==> src/rtl/pipe_ctrl_pkg.sv <==
// rtl/pipe_ctrl_pkg.sv - shared state encoding, constants and control-vector helpers for the pipeline hazard controller
package pipe_ctrl_pkg;

    localparam int unsigned TIMEOUT_DEFAULT = 255;
    localparam int          REG_IDX_W       = 5;
    localparam int          WAIT_W          = 8;
    localparam int          STALL_W         = 16;

    typedef enum logic [1:0] {
        ST_RUN      = 2'd0,
        ST_MEM_WAIT = 2'd1,
        ST_FAULT    = 2'd2
    } ctrl_state_t;

    typedef struct packed {
        logic pc_en;
        logic ifid_en;
        logic idex_en;
        logic exmem_en;
        logic memwb_en;
        logic ifid_flush;
        logic idex_flush;
        logic memwb_flush;
    } ctrl_out_t;

    // A memory stall freezes every stage and pushes a bubble into WB so nothing retires twice.
    localparam ctrl_out_t CTRL_NONE     = 8'b00000_000;
    localparam ctrl_out_t CTRL_RUN      = 8'b11111_000;
    localparam ctrl_out_t CTRL_MEM_WAIT = 8'b00000_001;
    localparam ctrl_out_t CTRL_BRANCH   = 8'b11111_110;
    localparam ctrl_out_t CTRL_LOAD_USE = 8'b00111_010;

    // Control vector for a cycle with no outstanding memory stall; a taken branch squashes the load-use victim anyway.
    function automatic ctrl_out_t run_decode(input logic branch_taken, input logic load_use);
        if (branch_taken)
            return CTRL_BRANCH;
        else if (load_use)
            return CTRL_LOAD_USE;
        else
            return CTRL_RUN;
    endfunction

endpackage

==> src/rtl/hazard_detect.sv <==
// rtl/hazard_detect.sv - combinational load-use hazard comparator between the ID and EX stages
module hazard_detect
    import pipe_ctrl_pkg::*;
(
    input  logic [REG_IDX_W-1:0] i_id_rs1,
    input  logic [REG_IDX_W-1:0] i_id_rs2,
    input  logic                 i_id_uses_rs2,
    input  logic [REG_IDX_W-1:0] i_ex_rd,
    input  logic                 i_ex_memread,
    output logic                 o_load_use
);

    logic w_rd_nonzero;
    logic w_hit_rs1;
    logic w_hit_rs2;

    // x0 is hardwired to zero, so a load targeting it never creates a dependency.
    assign w_rd_nonzero = (i_ex_rd != '0);
    assign w_hit_rs1    = (i_ex_rd == i_id_rs1);
    assign w_hit_rs2    = i_id_uses_rs2 & (i_ex_rd == i_id_rs2);
    assign o_load_use   = i_ex_memread & w_rd_nonzero & (w_hit_rs1 | w_hit_rs2);

endmodule

==> src/rtl/pipe_hazard_ctrl.sv <==
// rtl/pipe_hazard_ctrl.sv - five-stage pipeline stall/flush controller with memory-wait timeout and stall counter
module pipe_hazard_ctrl
    import pipe_ctrl_pkg::*;
#(
    parameter int unsigned TIMEOUT = TIMEOUT_DEFAULT
) (
    input  logic                 clk,
    input  logic                 rst,
    input  logic [REG_IDX_W-1:0] id_rs1,
    input  logic [REG_IDX_W-1:0] id_rs2,
    input  logic                 id_uses_rs2,
    input  logic [REG_IDX_W-1:0] ex_rd,
    input  logic                 ex_memread,
    input  logic                 ex_branch_taken,
    input  logic                 mem_req,
    input  logic                 dmem_ack,
    output logic                 pc_en,
    output logic                 ifid_en,
    output logic                 idex_en,
    output logic                 exmem_en,
    output logic                 memwb_en,
    output logic                 ifid_flush,
    output logic                 idex_flush,
    output logic                 memwb_flush,
    output logic                 fault,
    output logic [STALL_W-1:0]   stall_cnt
);

    localparam logic [WAIT_W-1:0] TIMEOUT_CNT = WAIT_W'(TIMEOUT);

    ctrl_state_t        r_state;
    logic [WAIT_W-1:0]  r_wait_cnt;
    logic [STALL_W-1:0] r_stall_cnt;

    logic               w_load_use;
    logic               w_mem_stall;
    logic [WAIT_W-1:0]  w_wait_next;
    logic               w_timeout_hit;
    ctrl_out_t          w_ctrl;

    hazard_detect u_hazard_detect (
        .i_id_rs1      (id_rs1),
        .i_id_rs2      (id_rs2),
        .i_id_uses_rs2 (id_uses_rs2),
        .i_ex_rd       (ex_rd),
        .i_ex_memread  (ex_memread),
        .o_load_use    (w_load_use)
    );

    assign w_mem_stall   = mem_req & ~dmem_ack;
    assign w_wait_next   = r_wait_cnt + WAIT_W'(1);
    // The wait counter holds the number of completed wait cycles, so the TIMEOUT-th one trips the fault.
    assign w_timeout_hit = (w_wait_next == TIMEOUT_CNT);

    always_comb begin
        w_ctrl = CTRL_NONE;
        if (!rst) begin
            case (r_state)
                ST_RUN:      w_ctrl = w_mem_stall ? CTRL_MEM_WAIT
                                                  : run_decode(ex_branch_taken, w_load_use);
                ST_MEM_WAIT: w_ctrl = dmem_ack ? run_decode(ex_branch_taken, w_load_use)
                                               : CTRL_MEM_WAIT;
                default:     w_ctrl = CTRL_NONE;
            endcase
        end
    end

    always_ff @(posedge clk or posedge rst) begin
        if (rst) begin
            r_state     <= ST_RUN;
            r_wait_cnt  <= '0;
            r_stall_cnt <= '0;
        end else begin
            if (!w_ctrl.pc_en && (r_stall_cnt != {STALL_W{1'b1}}))
                r_stall_cnt <= r_stall_cnt + STALL_W'(1);

            case (r_state)
                ST_RUN: begin
                    if (w_mem_stall) begin
                        r_state    <= ST_MEM_WAIT;
                        r_wait_cnt <= '0;
                    end
                end
                ST_MEM_WAIT: begin
                    if (dmem_ack) begin
                        r_state    <= ST_RUN;
                        r_wait_cnt <= '0;
                    end else begin
                        r_wait_cnt <= w_wait_next;
                        if (w_timeout_hit)
                            r_state <= ST_FAULT;
                    end
                end
                ST_FAULT: r_state <= ST_FAULT;
                default: begin
                    r_state    <= ST_RUN;
                    r_wait_cnt <= '0;
                end
            endcase
        end
    end

    assign pc_en       = w_ctrl.pc_en;
    assign ifid_en     = w_ctrl.ifid_en;
    assign idex_en     = w_ctrl.idex_en;
    assign exmem_en    = w_ctrl.exmem_en;
    assign memwb_en    = w_ctrl.memwb_en;
    assign ifid_flush  = w_ctrl.ifid_flush;
    assign idex_flush  = w_ctrl.idex_flush;
    assign memwb_flush = w_ctrl.memwb_flush;
    assign fault       = (r_state == ST_FAULT);
    assign stall_cnt   = r_stall_cnt;

endmodule

==> config.mk <==
export PLATFORM = sky130hd
export DESIGN_NAME = pipe_hazard_ctrl
export DESIGN_NICKNAME = d
export VERILOG_FILES = /design/src/rtl/pipe_ctrl_pkg.sv /design/src/rtl/hazard_detect.sv /design/src/rtl/pipe_hazard_ctrl.sv
export SDC_FILE = /design/constraint.sdc
export NUM_CORES = 1
export LEC_CHECK = 0
export ABC_AREA = 1
export CORE_ASPECT_RATIO = 1.5
export CORE_MARGIN = 2
export CORE_UTILIZATION = 40
export CTS_CLUSTER_DIAMETER = 60
export DETAILED_ROUTE_END_ITERATION = 16
export GPL_TIMING_DRIVEN = 0
export PLACE_DENSITY = 0.79
export SYNTH_ARGS = -nofsm -noshare
export SYNTH_HDL_FRONTEND = slang
export SYNTH_SLANG_ARGS = --single-unit
==> constraint.sdc <==
create_clock -name clk -period 4.1 [get_ports clk]
set_input_delay 0.82 -clock clk [delete_from_list [all_inputs] [get_ports clk]]
set_output_delay 0.82 -clock clk [all_outputs]
set_load 0.02 [all_outputs]
==> out/summary.txt <==
Worst Path Arrival: 2910 ps
Crit path capture type: output pin
Part of the power in combinational logic: 37.9%
Final setup vio count: 0
Layout area overhead: 31.1%
Pleak: 1.21 nW
Vias per cell: 4.74
Final hold vios: 0
Flop pwr share: 41.7%
Root buffer cell: clkbuf_8
Number of distinct library cells after synthesis: 27
Post-synth top area cell: dfrtp_1
Status: completed
CP peak stage delay: 530 ps
Avg Cell Area, Syn: 6.93 µm²
Initial DRC Count: 113
Ports: 47
Largest cells by area after synthesis: dfrtp_1, nand2_1, nand3_1, inv_1, xor2_1
Core Area: 4580 µm²
Fin crit period: 3730 ps
Hold WS: 551 ps
Initial core utilization: 41.8%
Post-DP HPWL: 3.51 mm
Syn Inst Count: 276
Fmax: 268 MHz
First-pass GRT wire length: 7.63 mm
Yosys reg bits: 26
FP Rows: 30
Int Power: 0.000521 W
Crit start category: input pin
Drt pass-1 iters: 4
Worst path top cell family by delay: buffers and inverters
Port bufs: 46
Via count: 1847
Die ar.: 5360 µm²
Worst Path Buf+Inv: 6
GPL Wtd Cong: 0.926
Sequential fraction of the synthesis area: 34.0%
# diodes: 0
Initial antenna violation count: 0
Commonest non-fill, non-tap cell in the layout: nand2_1
Commonest cells after routing, fill and taps aside: nand2_1, clkdlybuf4s50_1, inv_1, nand3_1, dfrtp_1
Post-route clock skew: 4.62 ps
Slew HR: 32.5%
CTS max path bufs: 2
Fin crit share: 90.9%
Clk slew on worst S/H paths: 90 ps
CP required: 3280 ps
Yosys top cell area share: 34.0%
Post-CTS setup buffer count: 0
DR WL/cell: 11.7 µm
Die Wd: 60.5 µm
Synth Cell Area: 1910 µm²
Crit path kind: in -> out
Clock share of power: 20.4%
Skew-Pair Late Insertion Delay: 270 ps
CTS buffer count: 3
DRC Markers: 0
Final Max Slew Viols: 0
Critical-path cell list: clkdlybuf4s50_1 > inv_2 > nand2_1 > nand2_1 > nor2_1 > nand3_1 > nand2_2 > nand3_2 > nand2_4 > buf_4 > inv_1 > buf_4 > clkdlybuf4s50_1
Max Cap Viol: 0
CP max-delay cell: clkdlybuf4s50_1
TNS Setup: 0 ps
Hold Crit Class: reg -> reg
Grt ovf: 0
P_sw: 0.000304 W
Slew @ Worst Pin: 1010 ps
Largest net degree at the start of global routing: 27
Antenna Violating Nets Remaining: 0
# hold bufs at CTS: 0
Peak fanout along the critical path: 10
Peak supply drop: 261 µV
Layout cells sized above 1: 9.51%
Sw Ratio: 36.9%
Net Count, Synth: 301
Gr usage total: 18.5%
RSZ-0062 raised after global routing: no
Pwr/cell area: 329 nW/µm²
CTS H-tree lvls: 1
Vias in the first global route: 1797
Post-cts resize count: 0
Die Y: 88.7 µm
Synth warnings: 0
CTS tree: yes
Clk sinks: 26
Final #Nets: 352
Routed wire length: 4.56 mm
## power groups by stage
stage	registers (W)	clock network, W	logic [W]
CTS	0.000343	0.000174	0.000316
global placement	0.000347	0	0.000309
global route	0.000350	0.000182	0.000341
detailed placement	0.000347	0	0.000313
floorplan	0.000372	0	0.000156
finish	0.000344	0.000168	0.000312
## state kept, by name, summed over array words and instances (netlist names)
register and count:
stall_cnt 16, r_wait_cnt 8, r_state 2
## path summary, 6_finish.rpt
path | slack (ps) | to | start | cells past startpoint
worst max register to register | 2330 | stall_cnt[8] | stall_cnt[0] | 7
worst min register to register | 550 | stall_cnt[15] | stall_cnt[15] | 2
worst min-delay path | 550 | stall_cnt[15] | stall_cnt[15] | 2
min in group asynchronous | 1210 | r_wait_cnt[6] | rst | 2
max in group asynchronous | 2280 | stall_cnt[10] | rst | 2
worst max-delay path | 370 | pc_en | ex_rd[4] | 13
## area by class of cell
class                   count  area (µm²)
inverters                  47         176
flip-flops and latches     26         651
well taps                  64        80.1
clock buffers               4        55.1
multi-input cells         197        1030
fillers                   463        2070
plain buffers               6        55.1
repair buffers             46         460
## Yosys cell counts
cell / instances
nor3_2: 1
buf_12: 1
dfrtp_1: 26
buf_4: 4
nand3_1: 34
o21ai_1: 1
nand2_2: 9
buf_2: 1
inv_1: 43
xor2_1: 11
ha_1: 3
xnor2_1: 5
nand3b_1: 1
a21oi_1: 2
o21ai_0: 3
nand3_4: 1
nand2_4: 2
o22ai_1: 6
nand4_1: 4
o21bai_1: 1
nor2_1: 24
nor3_4: 1
nor3_1: 6
inv_2: 4
nand3_2: 2
nand2_1: 79
a21oi_4: 1
## per-stage QoR
stage          instances  setup WS (ps)  utilization [%]  instance area, µm²  total power [W]
3_3_place_gp         386            398             53.6                2450         0.000657
6_report             390            372             54.8                2510         0.000825
3_5_place_dp         386            381             53.6                2450         0.000660
4_1_cts              390            371             54.8                2510         0.000833
5_1_grt              390            235             54.8                2510         0.000874
2_1_floorplan        276           1360                -                1910         0.000528
## worst min-delay path, delay by kind of cell, from the launching register on
family        cells  cell delay, ps
simple gates      2             110
flops             1             420
## logic make-up (layout without fill, tap and decap cells)
group	count (synthesis)	count (layout)	synth area share, %
fa+ha+maj	3	3	1.96
compound gates	14	14	4.77
xor+xnor	16	16	7.32
buf+inv	53	103	12.1
simple gates	164	164	39.8
flops	26	26	34.0
## layer usage
| layer | wire length (µm) | vias up | track usage (%) |
|---|---|---|---|
| met5 | 0 | - | 0 |
| met4 | 146 | 0 | 9.49 |
| met3 | 161 | 17 | 2.49 |
| met2 | 2450 | 50 | 32.7 |
| met1 | 1800 | 824 | 21.1 |
| li1 | - | 956 | - |
Power figures use the tool's default switching activity.
